<file path="src/rtl/inst_axi_bridge_pkg.sv">
// Shared state encoding and fixed AXI read-channel field values for the instruction bridge.
package inst_axi_bridge_pkg;

  typedef enum logic [1:0] {
    StIdle = 2'd0,
    StAddr = 2'd1,
    StData = 2'd2
  } state_e;

  localparam logic [7:0]  ArLen           = 8'd0;
  localparam logic [1:0]  ArBurstIncr     = 2'b01;
  localparam logic [1:0]  ArLock          = 2'b00;
  localparam logic [2:0]  ArProt          = 3'b000;
  localparam logic [3:0]  ArcacheUncached = 4'b0000;
  localparam logic [1:0]  SizeWord        = 2'b10;
  localparam logic [1:0]  RespOkay        = 2'b00;
  localparam logic [31:0] ZeroWord        = 32'h0000_0000;

  // Word fetches go out word-aligned; narrower sizes keep the byte offset.
  function automatic logic [31:0] align_addr(logic [31:0] addr, logic [1:0] size);
    return (size == SizeWord) ? {addr[31:2], 2'b00} : addr;
  endfunction

endpackage

</file>
<file path="src/rtl/inst_axi_bridge.sv">
// SRAM-like instruction port to single-beat AXI read bridge; one request outstanding at a time.
module inst_axi_bridge
  import inst_axi_bridge_pkg::*;
#(
  parameter logic [3:0] ARID           = 4'd0,
  parameter logic [3:0] CACHED_ARCACHE = 4'b1111
) (
  input  logic        clock,
  input  logic        resetn,
  input  logic        inst_req,
  input  logic        inst_wr,
  input  logic [1:0]  inst_size,
  input  logic [31:0] inst_addr,
  input  logic [31:0] inst_wdata,
  input  logic        inst_cache,
  output logic        inst_addr_ok,
  output logic        inst_data_ok,
  output logic [31:0] inst_rdata,
  output logic        inst_bus_err,
  output logic [3:0]  arid,
  output logic [31:0] araddr,
  output logic [7:0]  arlen,
  output logic [2:0]  arsize,
  output logic [1:0]  arburst,
  output logic [1:0]  arlock,
  output logic [3:0]  arcache,
  output logic [2:0]  arprot,
  output logic        arvalid,
  input  logic        arready,
  input  logic [3:0]  rid,
  input  logic [31:0] rdata,
  input  logic [1:0]  rresp,
  input  logic        rlast,
  input  logic        rvalid,
  output logic        rready
);

  state_e      state_q, state_d;
  logic [31:0] addr_q;
  logic [1:0]  size_q;
  logic        cache_q;
  logic [31:0] rdata_q;
  logic        err_q;
  logic        data_ok_q;
  logic        beat_done;
  logic        read_hs;
  logic        write_hs;

  // Writes are acknowledged without data; every beat is single so rlast carries nothing.
  logic unused_inputs;
  assign unused_inputs = ^{inst_wdata, rlast};

  always_comb begin
    state_d      = state_q;
    inst_addr_ok = 1'b0;
    arvalid      = 1'b0;
    rready       = 1'b0;
    beat_done    = 1'b0;
    unique case (state_q)
      StIdle: begin
        inst_addr_ok = inst_req;
        if (inst_req && !inst_wr) state_d = StAddr;
      end
      StAddr: begin
        arvalid = 1'b1;
        if (arready) state_d = StData;
      end
      StData: begin
        rready = 1'b1;
        if (rvalid && (rid == ARID)) begin
          beat_done = 1'b1;
          state_d   = StIdle;
        end
      end
      default: state_d = StIdle;
    endcase
  end

  assign read_hs  = inst_req && inst_addr_ok && !inst_wr;
  assign write_hs = inst_req && inst_addr_ok && inst_wr;

  always_ff @(posedge clock or negedge resetn) begin
    if (!resetn) begin
      state_q   <= StIdle;
      addr_q    <= ZeroWord;
      size_q    <= 2'b00;
      cache_q   <= 1'b0;
      rdata_q   <= ZeroWord;
      err_q     <= 1'b0;
      data_ok_q <= 1'b0;
    end else begin
      state_q   <= state_d;
      data_ok_q <= beat_done || write_hs;
      if (read_hs) begin
        addr_q  <= inst_addr;
        size_q  <= inst_size;
        cache_q <= inst_cache;
      end
      if (beat_done) begin
        rdata_q <= rdata;
        err_q   <= (rresp != RespOkay);
      end else if (write_hs) begin
        rdata_q <= ZeroWord;
        err_q   <= 1'b0;
      end
    end
  end

  assign inst_data_ok = data_ok_q;
  assign inst_rdata   = rdata_q;
  assign inst_bus_err = err_q;

  assign arid    = ARID;
  assign araddr  = align_addr(addr_q, size_q);
  assign arlen   = ArLen;
  assign arsize  = {1'b0, size_q};
  assign arburst = ArBurstIncr;
  assign arlock  = ArLock;
  assign arcache = cache_q ? CACHED_ARCACHE : ArcacheUncached;
  assign arprot  = ArProt;

endmodule
</file>
<file path="config.mk">
export PLATFORM = sky130hd
export DESIGN_NAME = inst_axi_bridge
export DESIGN_NICKNAME = d
export VERILOG_FILES = /design/src/rtl/inst_axi_bridge_pkg.sv /design/src/rtl/inst_axi_bridge.sv
export SDC_FILE = /design/constraint.sdc
export NUM_CORES = 1
export LEC_CHECK = 0
export BUFFER_PORTS_ARGS = -buffer_cell sky130_fd_sc_hd__buf_2
export CAP_MARGIN = 20
export CORE_ASPECT_RATIO = 0.7
export CORE_MARGIN = 2
export CORE_UTILIZATION = 30
export DETAILED_ROUTE_END_ITERATION = 6
export SLEW_MARGIN = 10
export SYNTH_ARGS = -nofsm -noshare
export SYNTH_HDL_FRONTEND = slang
export SYNTH_SLANG_ARGS = --single-unit
export TNS_END_PERCENT = 50
</file>
<file path="constraint.sdc">
create_clock -name clock -period 1.7 [get_ports clock]
set_clock_uncertainty 0.15 [all_clocks]
set_input_delay 0.255 -clock clock [delete_from_list [all_inputs] [get_ports clock]]
set_output_delay 0.255 -clock clock [all_outputs]
set_load 0.1 [all_outputs]
</file>
== Word level (Yosys, flattened, before mapping) ==
Index checks and enable logic that the tools add are counted.

* Multiplexer cells: 15
* Eq/ne operators: 6
* Bitwise operators: 0
* Multiply operators: 0
* Add/sub/neg operators: 0
* Shift operators: 0
* Reductions and logical operators: 12
* Divide/modulo/power cells: 0
* Magnitude comparators: 0

{| class="wikitable"
|+ Operators by type and width
! kind !! count
|-
| 2-to-1 mux 32 bit || 2
|-
| 2-to-1 mux 2 bit || 4
|-
| 2-to-1 mux 1 bit || 7
|-
| != test 2 bit (second input constant) || 3
|-
| case mux 2 bit (3 select lines) || 1
|-
| logical AND 1 bit || 5
|-
| == test 2 bit (second input constant) || 2
|-
| zero test 4 bit || 1
|-
| 2-to-1 mux 4 bit || 1
|-
| nonzero test 2 bit || 2
|-
| AND reduction 3 bit || 1
|-
| == test 2 x 1 -> 1 bit (second input constant) || 1
|-
| zero test 2 bit || 1
|-
| zero test 1 bit || 1
|-
| logical OR 1 bit || 1
|}

* RAM bits: 0
* Word-level logic and storage cells: 40
* Output and inout bits: 95
* Latch bits: 0
* ROM bits: 0
* Register bits: 71
* Input port bits: 112
* Memories: 0

== Logic depth before layout (Yosys ltp) ==
* Depth after elaboration: 6
* Depth in mapped cells: 5
* Depth with buffers taken out: 3

== Least setup slack after synthesis ==
OpenSTA, ideal clock, no wires.

* Path type: register to register
* Start point: register state_q[1]
* End point: register size_q[1]
* Setup time: 0.126 ns
* Data arrival time: 2.494 ns
* Stages on the path, launching flop included: 6
* Setup slack: -1.070 ns
* Period minus slack after synthesis: 2.770 ns
* Buffers on the path: 2
* Data required time: 1.424 ns
* Cell sequence: dfrtp_1 > nor3b_2 > and2b_1 > buf_6 > buf_12 > mux2_4

* Word-level cells in the longest chain between the ends: 4

{| class="wikitable"
|+ Ends and longest elaborated chain
! what !! line !! source
|-
| start: declaration || inst_axi_bridge.sv:38 || <nowiki>state_e state_q, state_d;</nowiki>
|-
| start signal: assignment || inst_axi_bridge.sv:84 || <nowiki>state_q <= StIdle;</nowiki>
|-
| start signal: assignment || inst_axi_bridge.sv:92 || <nowiki>state_q <= state_d;</nowiki>
|-
| zero test 2 bit || inst_axi_bridge.sv:59 || <nowiki>unique case (state_q)</nowiki>
|-
| 2-to-1 mux 1 bit || inst_axi_bridge.sv:59 ||
|-
| net inst_addr_ok || inst_axi_bridge.sv:16 || <nowiki>output logic inst_addr_ok,</nowiki>
|-
| logical AND 1 bit (2 in series) || inst_axi_bridge.sv:79 || <nowiki>assign read_hs = inst_req && inst_addr_ok && !inst_wr;</nowiki>
|-
| end signal: assignment || inst_axi_bridge.sv:96 || <nowiki>size_q <= inst_size;</nowiki>
|-
| end: declaration || inst_axi_bridge.sv:40 || <nowiki>logic [1:0] size_q;</nowiki>
|}

The timed path passes the listed nets, and every way through them passes these cells.
A chain may end at the register's enable or synchronous reset.

== Final worst setup path ==
* Start point: register state_q[0]
* End point: output inst_addr_ok

* Word-level cells in the longest chain between the ends: 2

{| class="wikitable"
|+ Ends and longest elaborated chain
! what !! line
|-
| zero test 2 bit || inst_axi_bridge.sv:59
|-
| 2-to-1 mux 1 bit || inst_axi_bridge.sv:59
|-
| end: declaration || inst_axi_bridge.sv:16
|}

Every way passes these cells.

==> metrics <==
Detailed Route WL=7380 microns; die height=around 95 microns; Worst Path Max Fanout=4; hold slack=approximately 12 ps; Critical Path RT=1290 ps; Worst Path Buf+Inv=2; Die W=133 microns; global-route congestion overflow total=0; dpl cells=558; final hold vios=0; Num Clock Sinks=around 70; largest net degree at the start of global routing=36; DR pass1 iterations=4; cell area after synthesis=roughly 3500 sq um; most frequent cells in the layout=buf_2 (147), dfrtp_1 (71), nand2_1 (35), mux2_4 (34); post-synthesis cell type count=23; antenna violations before repair=0; Peak Freq=between 0.5 and 0.6 GHz; syn_area_per_cell=between 10 and 15 sq um; FP Rows=33; crit path cell chain=nor3b_4 -> buf_4 -> buf_12; Mapped Cells=289; Hold Crit Class=primary input to flop; Reg-to-Reg End=addr_q[14]; Root Buffer=clkbuf_16; Tmin final=about 1700 ps; Area growth, synth to finish=36.8%; core area=between 10,000 and 15,000 sq um; Final Net Count=548; vias in the first global route=between 2,000 and 2,500; Worst setup SP type=flop; clock slew at reported path FFs=50 ps; DRC errors left=0; first-pass GRT wire length=11,200 microns; Antenna Diode Count=0; sequential share of the synthesized area=50.6%; drt first-iter violations=44; top cell family by delay on the critical path=flip-flops; setup slack, reg-to-reg=~30 ps; WHS Endpoint=inst_rdata[8]; min-delay src=rdata[8]; All-Layer GR Usage=between 10% and 20%; critical path class=flop to primary output; TritonCTS clock tree=done; Critical Path Max Stage Delay=approximately 420 ps; Post-Layout Cell Count=around 600; synth warn=0; Die ar.=around 13,000 sq um; Max Cap Violations=0; worst hold stages=3; Slowest cell on crit path=dfrtp_1; status=completed; total CTS buffers=9; CTS Buffer Depth=2; final slew viol count=0; Crit. End Element=primary output; drt wl/cell=around 12 microns; commonest non-fill, non-tap cell in the layout=buf_2; htree depth=3; final setup vio count=0; worst reg2reg path depth=4; Placer Congestion=0.686; CP arrival=1270 ps; Worst-Skew Late Latency=320 ps; #FFs+latches synth=71; layout cell share with drive strength beyond 1=around half; Post-DP HPWL=slightly above 5000 microns; final worst-path cycle share=a little over nine tenths; RSZ-0062 raised after global routing=true; via count=~2,400; post-route ant nets=0; vias per cell=roughly 3.9; Post-CTS Setup Bufs=0; I/O pin count=around 210; Worst R2R Start=state_q[0]; Initial Util=a little under a third; PortBufs=between 150 and 200
-- sequential cells by signal, summed over array words and instances, names as in the netlist --
name          count
addr_q           32
cache_q           1
inst_bus_err      1
inst_data_ok      1
inst_rdata       32
size_q            2
state_q           2
-- timing repair --
item	in CTS	in global routing
hold buffers	22	1
endpoints found under the setup margin	1	36
resized for setup	1	7
cloned	0	1
pin swaps	0	0
endpoints found under the hold margin	92	1
-- per-stage QoR --
step                      cell area [sq um]  worst slack, ps  setup TNS [ps]  util (%)
after global routing                   4800            -40.0            -442      41.5
after CTS                              4740            -1.59           -1.59      41.0
final                                  4800             23.6               0      41.5
after global placement                 4190             34.0               0      36.2
after floorplan                        3580             -679          -27710         -
after detailed placement               4190            -5.17           -5.17      36.2
-- tightest hold or removal path, stage by stage --
cell,delay [ps]
buf_2,90
inv_1,40
mux2i_1,50
-- routing by layer --
metal / up-vias / GRT usage [%] / share of wire [%]
met1: 1126 / 14.3 / 44
met5: - / 0 / 0
met3: 9 / 4.83 / 8.2
met4: 0 / 3.46 / 1.0
li1: 1127 / - / -
met2: 93 / 18.1 / 46
-- final cells by class --
type,instances,area (sq um)
fillers,1109,6760
flip-flops and latches,71,1780
repair buffers,184,1200
multi-input cells,137,1180
clock buffers,11,253
well taps,157,196
inverters,33,124
clock inverters,5,80.1
-- kinds of logic after synthesis --
logic type / synth area share, %
flip-flops: 50.6
other: 0.214
multiplexers: 23.7
buffers and inverters: 18.7
AND/OR/NAND/NOR: 6.24
AO/OA/AOI/OAI: 0.463
-- cells in the mapped netlist --
| library cell | number | share of area (%) |
|---|---|---|
| dfrtp_1 | 71 | 51 |
| buf_4 | 55 | 12 |
| nand2_1 | 35 | 3.7 |
| inv_1 | 33 | 3.5 |
| mux2i_1 | 33 | 9.4 |
| mux2_4 | 29 | 12 |
| mux2_2 | 6 | 1.9 |
| buf_6 | 4 | 1.3 |
| buf_12 | 3 | 1.7 |
| clkbuf_1 | 3 | 0.32 |
| and2_1 | 2 | 0.36 |
| and2b_2 | 2 | 0.50 |
| conb_1 | 2 | 0.21 |
| nor2_1 | 2 | 0.21 |
| a21o_1 | 1 | 0.21 |
| a22o_1 | 1 | 0.25 |
| and2b_1 | 1 | 0.21 |
| buf_2 | 1 | 0.14 |
| nand2b_1 | 1 | 0.18 |
| nand3_1 | 1 | 0.14 |
| nand4bb_1 | 1 | 0.32 |
| nor3b_1 | 1 | 0.21 |
| nor3b_2 | 1 | 0.36 |
-- how the worst max path moves through the flow --
stage	start	slack, ps	depth (start not counted)	to
2_1_floorplan	state_q[0]	-680	5	size_q[1]
3_3_place_gp	state_q[0]	30	4	addr_q[10]
3_5_place_dp	state_q[0]	-5	4	addr_q[10]
4_1_cts	state_q[0]	-2	4	addr_q[8]
5_1_grt	state_q[0]	-40	3	inst_addr_ok
6_report	state_q[0]	20	3	inst_addr_ok
Power is left out: the tool's default activity adds up to more than one toggle a clock period on the data nets, which glitch-free logic cannot reach.
